--- config.mk ---
export PLATFORM = sky130hd
export DESIGN_NAME = decode_stage
export DESIGN_NICKNAME = d
export VERILOG_FILES = /design/src/rtl/decode_stage.sv
export SDC_FILE = /design/constraint.sdc
export NUM_CORES = 1
export LEC_CHECK = 0
export CORE_ASPECT_RATIO = 0.6
export CORE_UTILIZATION = 40
export CTS_CLUSTER_DIAMETER = 50
export CTS_CLUSTER_SIZE = 16
export DETAILED_ROUTE_END_ITERATION = 6
export GPL_ROUTABILITY_DRIVEN = 1
export PLACE_DENSITY_LB_ADDON = 0.1
export SETUP_SLACK_MARGIN = 0.3
export SLEW_MARGIN = 0
export SYNTH_ARGS = -nofsm -noshare
export SYNTH_HDL_FRONTEND = slang
export SYNTH_SLANG_ARGS = --single-unit
--- constraint.sdc ---
create_clock -name clk -period 4.1 [get_ports clk]
set_clock_uncertainty 0.1 [all_clocks]
set_input_delay 0.41 -clock clk [delete_from_list [all_inputs] [get_ports clk]]
set_output_delay 0.41 -clock clk [all_outputs]
set_load 0.1 [all_outputs]
--- src/rtl/decode_stage.sv ---
// decode_stage: two-entry instruction buffer between the fetcher and execute.
// The head entry is presented as decoded RV64I fields under valid/ready.
module decode_stage (
    input  logic        clk,
    input  logic        reset,
    input  logic        fetcher_done,
    input  logic [63:0] instruction_in,
    input  logic [63:0] pc_in,
    output logic        fetch_ack,
    input  logic        flush,
    input  logic        execute_ready,
    output logic        decode_valid,
    output logic [63:0] dec_pc,
    output logic [6:0]  dec_opcode,
    output logic [4:0]  dec_rd,
    output logic [4:0]  dec_rs1,
    output logic [4:0]  dec_rs2,
    output logic [2:0]  dec_funct3,
    output logic [6:0]  dec_funct7,
    output logic [63:0] dec_imm,
    output logic        dec_illegal
);

    logic [63:0] r_pc  [0:1];
    logic [31:0] r_ins [0:1];
    logic        r_wptr;
    logic        r_rptr;
    logic [1:0]  r_count;
    logic        r_ack_q;

    logic        w_full;
    logic        w_cap;
    logic        w_pop;
    logic [31:0] w_word;
    logic [31:0] w_i;
    logic [6:0]  w_op;
    logic [63:0] w_imm;
    logic        w_ill;

    // The fetcher's done flag is stale for one cycle after an ack.
    assign w_full    = (r_count == 2'd2);
    assign w_cap     = fetcher_done & ~w_full & ~r_ack_q;
    assign fetch_ack = w_cap & reset;
    assign decode_valid = (r_count != 2'd0);
    assign w_pop     = decode_valid & execute_ready;
    assign w_word    = pc_in[2] ? instruction_in[63:32] : instruction_in[31:0];

    // FIFO storage, pointers, occupancy and the ack history bit.
    always_ff @(posedge clk or negedge reset) begin
        if (!reset) begin
            r_pc[0]  <= '0;
            r_pc[1]  <= '0;
            r_ins[0] <= '0;
            r_ins[1] <= '0;
            r_wptr   <= 1'b0;
            r_rptr   <= 1'b0;
            r_count  <= 2'd0;
            r_ack_q  <= 1'b0;
        end else begin
            r_ack_q <= w_cap;
            if (flush) begin
                r_wptr  <= 1'b0;
                r_rptr  <= 1'b0;
                r_count <= 2'd0;
            end else begin
                if (w_cap) begin
                    r_pc[r_wptr]  <= pc_in;
                    r_ins[r_wptr] <= w_word;
                    r_wptr        <= ~r_wptr;
                end
                if (w_pop) begin
                    r_rptr <= ~r_rptr;
                end
                r_count <= r_count + {1'b0, w_cap} - {1'b0, w_pop};
            end
        end
    end

    assign w_i  = r_ins[r_rptr];
    assign w_op = w_i[6:0];

    // Immediate generation and legality check for the head instruction.
    always_comb begin
        w_imm = '0;
        w_ill = 1'b0;
        if (w_i[1:0] != 2'b11) begin
            w_ill = 1'b1;
        end else begin
            case (w_op)
                7'b0000011, 7'b0001111, 7'b0010011,
                7'b0011011, 7'b1100111, 7'b1110011:
                    w_imm = {{52{w_i[31]}}, w_i[31:20]};
                7'b0100011:
                    w_imm = {{52{w_i[31]}}, w_i[31:25], w_i[11:7]};
                7'b1100011:
                    w_imm = {{51{w_i[31]}}, w_i[31], w_i[7],
                             w_i[30:25], w_i[11:8], 1'b0};
                7'b0110111, 7'b0010111:
                    w_imm = {{32{w_i[31]}}, w_i[31:12], 12'b0};
                7'b1101111:
                    w_imm = {{43{w_i[31]}}, w_i[31], w_i[19:12],
                             w_i[20], w_i[30:21], 1'b0};
                7'b0110011, 7'b0111011:
                    w_imm = '0;
                default:
                    w_ill = 1'b1;
            endcase
        end
    end

    // Decoded outputs are forced to zero whenever no entry is present.
    always_comb begin
        dec_pc      = '0;
        dec_opcode  = '0;
        dec_rd      = '0;
        dec_rs1     = '0;
        dec_rs2     = '0;
        dec_funct3  = '0;
        dec_funct7  = '0;
        dec_imm     = '0;
        dec_illegal = 1'b0;
        if (decode_valid) begin
            dec_pc      = r_pc[r_rptr];
            dec_opcode  = w_op;
            dec_rd      = w_i[11:7];
            dec_funct3  = w_i[14:12];
            dec_rs1     = w_i[19:15];
            dec_rs2     = w_i[24:20];
            dec_funct7  = w_i[31:25];
            dec_imm     = w_imm;
            dec_illegal = w_ill;
        end
    end

endmodule

Word level (Yosys, flattened, before mapping)
Index checks and enable logic that the tools add are counted.
{ "totals": {"regBits": 197, "output_inout_bits": 163, "wordCells": 78} }
{ "op_classes": {"addsub": 2, "order_cmp": 3, "eq_ne": 15, "mux": 31, "n_bitwise": 11, "reduce_logical": 8} }
{ "op_table": {"columns": ["op", "n"], "rows": [
  ["64-bit two-way mux", 7],
  ["64-bit case mux with 5 select lines", 1],
  ["32-bit two-way mux", 5],
  ["128-bit bitwise mux", 1],
  ["64-bit bitwise mux", 1],
  ["64-bit demux with 1-bit select", 1],
  ["32-bit demux with 1-bit select", 1],
  ["7-bit by 6-bit == test with 1-bit output, second input constant", 4],
  ["7-bit == test, second input constant", 4],
  ["7-bit by 5-bit == test with 1-bit output, second input constant", 3],
  ["5-bit two-way mux", 3],
  ["7-bit two-way mux", 2],
  ["13-bit OR reduction", 1],
  ["7-bit by 2-bit == test with 1-bit output, second input constant", 1],
  ["7-bit by 4-bit == test with 1-bit output, second input constant", 1],
  ["1-bit two-way mux", 7],
  ["2-bit nonzero test", 3],
  ["6-bit OR reduction", 1],
  ["1-bit inverter", 5],
  ["1-bit bitwise AND", 4],
  ["2-bit >= comparator, second input constant", 2],
  ["1-bit inverter with 2-bit output", 2],
  ["3-bit two-way mux", 1],
  ["2-bit by 1-bit adder with 2-bit output", 1],
  ["other kinds (8)", 8]
]} }

Depth between registers and ports, before layout
{ "depth": {"word_depth": 9, "depth_mapped": 9, "mapped_depth_nobuf": 9} }

Worst setup path after synthesis
No wires, ideal clock.
{ "synth_timing": {"kind": "reg-to-output", "from": "register r_rptr", "to": "output dec_imm[32]", "arrival_ns": 6.157, "required_ns": 3.590, "slack_ns": -2.567, "path_stages_with_launch": 9, "n_path_buf": 3, "cell_sequence": "dfrtp_1 -> buf_6 -> mux2_4 -> or4_1 -> o221ai_1 -> a22oi_2 -> buf_2 -> nor3_1 -> buf_4"} }
{ "synth_between": {"elab_chain_cells": 9} }
{ "synth_rtl": {"columns": ["element", "line", "text"], "rows": [
  ["start: declaration", "27", "logic r_rptr;"],
  ["start signal: assignment", "72", "r_rptr <= ~r_rptr;"],
  ["1-bit inverter with 2-bit output (not written as such) (*)", "79", "assign w_i = r_ins[r_rptr];"],
  ["32-bit two-way mux (not written as such) (*) (3 in series)", "79", null],
  ["7-bit by 2-bit == test with 1-bit output, or another cell as far along", "89", "case (w_op)"],
  ["6-bit OR reduction or 2-bit OR reduction (tied branches)", "89", null],
  ["64-bit case mux with 5 select lines", "89", null],
  ["64-bit two-way mux (*)", "86", "if (w_i[1:0] != 2'b11) begin"],
  ["64-bit two-way mux (*)", "122", "if (decode_valid) begin"],
  ["end: declaration", "20", "output logic [63:0] dec_imm,"]
]} }
Mark *: on every way between the ends. The rest lies on a longest branch, timed or not. The select of a mux whose other input is x is not followed.

Worst setup path in the final report
{ "layout_timing": {"from": "register r_rptr", "to": "output dec_imm[4]"} }
Same word-level chain as after synthesis.

==> reports/metrics.sh <==
OUTCOME='complete, no violations'
CRITICAL_PATH.ENDPOINT_TYPE='primary output'
DRC=0
FINALMAXSLEWVIOLATIONS=0
DIE_OUTLINE_AREA_SQ_UM=26000
ENDPOINT='dec_imm[4]'
FINISH.INSTANCE_AREA_SQ_UM=14500
PLACEMENTROWS=44
CRIT_PATH_ARRIVAL_TIME_NS=3.21
WORST_PATH_DOMINANT_CELL_FAMILY='compound AO/OA/AOI/OAI gates'
GRT_START_MAX_NET_PINS=119
CP.DEPTH=7
SYNTH-SEQ-CELLS=197
SYNTH_FLOP_CELL='dfrtp_1'
YOSYS.AREA_SHARE.XOR_XNOR_PCT=0.432
FINISH.CELL_COUNT_WITHOUT_FILLERS=1512
IO-PIN-COUNT=296
CLK-INSERTION-DELAY-LATE_NS=0.44
CTS-BUFFERS-INSERTED=17
SYN_AREA_PER_CELL_SQ_UM=10.9
CRITPATHMAXFANOUT=15
NETS=1312
CRITPATHSLOWESTCELL='dfrtp_4'
GRT_ANTENNA_BEFORE_REPAIR=0
GRT_SETUP_UNREPAIRED='no'
TIMING.MAX_CAP.VIOLATIONS=0
DPL_WIRE_LENGTH_MICRONS=19700
ROUTED_WIRELENGTH_NORMALIZED_BY_INSTANCE_COUNT_MICRONS=18.6
HOLD_VIOLATIONS=0
DIE_H_MICRONS=125
DOMINANT_COMBINATIONAL_CELL_FAMILY_BY_AREA_AFTER_SYNTHESIS='multiplexers'
TIMING.SETUP.CRITICAL_PATH_CLASS='flip-flop to primary output'
SYNTH_COMPOUND_AREA_SHARE_PCT=6.55
CLK_PIN_SLEW_WORST_PATHS_NS=0.08
CTS_H_TREE_DEPTH=4
SETUP_TOTAL_NEGATIVE_SLACK_NS=0
DR_TOTAL_VIAS=7841
YS_SEQ_AREA_SHARE_PCT=48.6
TIMING.CRITICAL_PATH.REQUIRED_NS=3.59
SYNTH_ENABLE_FLOP_CELLS=0
MAX-SLEW-MARGIN-REL_PCT=25.2
CTS-ROOT-BUF='clkbuf_16'
ROUTE.ANTENNA.REMAINING_NETS=0
SYNTH.CELL_AREA_SQ_UM=10100
DRTPASS1ITERATIONS=6
PLACEMENT.IO_BUFFERS=295
CTS_TREE='yes'
POST_SYNTH_FA_HA_MAJ_AREA_FRACTION_PCT=0.247
POST_SYNTH_MUX_AREA_SHARE_PCT=28.4
R2R_CELLS=6
POST_SYNTHESIS_CELL_COUNT=930
WORST_HOLD_SLACK_NS=0.378
PLACED_AREA_SQ_UM=13800
LAYOUT.CELLS.MOST_COMMON_LIST='196 x dfrtp_1, 142 x mux2_2, 135 x nor2_1'
PERIOD_NEEDED_NS=3.72
CLOCK_TREE.BUFFER_DEPTH=2
ASYNCSETRESETFLOPFRACSYNTH_PCT=100
CORE_REGION_AREA_SQ_UM=24600
CRITICAL_PATH.CELL_CHAIN='mux2_4, or4_1, o221ai_2, a22oi_2, buf_4, a311oi_2, buf_12'
TIMING.RR.START='r_count[0]'
KIND_OF_START_POINT_OF_THE_CRITICAL_PATH='flip-flop'
ANTENNADIODECOUNT=0
INITIAL_CORE_UTIL_PCT=41.3
DP.CELLS=1475
MAX_FREQ_MHz=269
FINALWEIGHTEDCONGESTION=0.903
SETUP-VIOLATIONS-FINAL=0
NUMBER_OF_GLOBAL_ROUTE_VIAS_BEFORE_REPAIR=7696
ROUTE.FINAL.WIRE_LENGTH_MICRONS=28200
WORSTHOLDPATHTYPE='flip-flop to flip-flop'
MAPPED_NETS=1065
WORST_SLEW_PIN_SLEW_NS=1.12
WORSTREG2REGEND='r_pc[60]'
MIN_PERIOD_OVER_PERIOD_PCT=90.6
NUMBER_OF_DRC_MARKERS_AFTER_THE_INITIAL_DETAILED_ROUTE_ITERATION=526
POST_SYNTH_AND_OR_NAND_NOR_AREA_FRACTION_PCT=10.7
DIE_W_MICRONS=208
TIMING.CRITICAL_PATH.FROM='r_rptr'
LAYOUT-DRIVE-GT1-SHARE_PCT=34.3
NUMCLOCKSINKS=197
R2R_SLACK_NS=1.92
YOSYSUNIQUECELLTYPES=45
GLOBAL_ROUTE_OVERFLOW=0
SYN_TO_FINAL_GROWTH_PCT=42.7
LAYOUT.CELLS.MOST_COMMON='dfrtp_1'
MAX_STAGE_DELAY_NS=0.58
GRT_PASS1_WL_MICRONS=44600
YS_WARN_COUNT=0
GR-USAGE-ALL-LAYERS_PCT=21.9
WORST-PATH-BUF-INV=2
DRT-VIAS-PER-INSTANCE=5.19
WORST_HOLD_STARTPOINT='r_ins[8]'
==> final cells by class <==
type	instances	area [sq um]
Timing Repair Buffer	326	3680
Clock inverter	14	153
Sequential cell	197	4930
Clock buffer	18	439
Inverter	3	11.3
Tap cell	322	403
Fill cell	2076	10100
Multi-Input combinational cell	632	4860
==> what timing repair did <==
action	4_1_cts	5_1_grt
setup endpoints to repair	17	13
pin swaps	1	1
hold buffers	1	0
endpoints found under the hold margin	79	0
setup buffers	2	2
gates resized for setup	0	5
==> layer usage <==
metal	share of wire, %	global-route usage, %	routed length (microns)
met1	48	31.4	13500
met2	44	32.8	12300
met3	7.5	6.28	2120
met4	0.78	4.97	220
met5	0	0	0
==> logic make-up (layout without fill, tap and decap cells) <==
group           count (synthesis)  after routing
simple gates                  246            246
compound gates                110            110
flops                         197            197
mux                           269            269
fa+ha+maj                       2              2
xor+xnor                        5              5
buf+inv                       101            361
==> flip-flops by register name (all words and copies together) (netlist names) <==
| signal | count |
|---|---|
| r_rptr | 1 |
| r_pc | 128 |
| r_wptr | 1 |
| r_ack_q | 1 |
| r_count | 2 |
| r_ins | 64 |
==> cells in the mapped netlist, drive strengths merged (9+ instances only) <==
| cell type | count | area share, % |
|---|---|---|
| nor2 | 136 | 5.0 |
| buf | 49 | 3.2 |
| nand3 | 9 | 0.44 |
| clkbuf | 49 | 1.8 |
| or3 | 11 | 0.68 |
| o21ai | 40 | 2.0 |
| mux2i | 125 | 12 |
| a21oi | 34 | 1.7 |
| dfrtp | 197 | 49 |
| and2 | 9 | 0.55 |
| a211oi | 23 | 1.8 |
| mux2 | 144 | 16 |
| nand2 | 50 | 1.8 |
==> worst register-to-register path, cell delays in order, from the launching register on <==
cell and delay, ns:
dfrtp_1 0.42, nand2b_1 0.16, nand3b_1 0.15, inv_1 0.11, nand3b_1 0.14, buf_4 0.53, mux2_2 0.45
==> worst min path at each step <==
stage / depth (start not counted) / to / slack, ns
2_1_floorplan: 0 / r_ack_q / 0.01
3_3_place_gp: 2 / r_ins[19] / 0.36
3_5_place_dp: 2 / r_ins[19] / 0.36
4_1_cts: 2 / r_ins[19] / 0.38
5_1_grt: 2 / r_ins[19] / 0.41
6_report: 2 / r_ins[8] / 0.38
==> stage by stage <==
step	util [%]	worst slack, ns
2_1_floorplan	-	-0.492
6_report	59.0	0.384
4_1_cts	58.8	0.302
3_5_place_dp	56.3	0.782
3_3_place_gp	56.3	0.798
5_1_grt	59.0	0.319
Power is not shown: default switching activity piles up to over one toggle a cycle in this logic, so the estimate is an artifact.
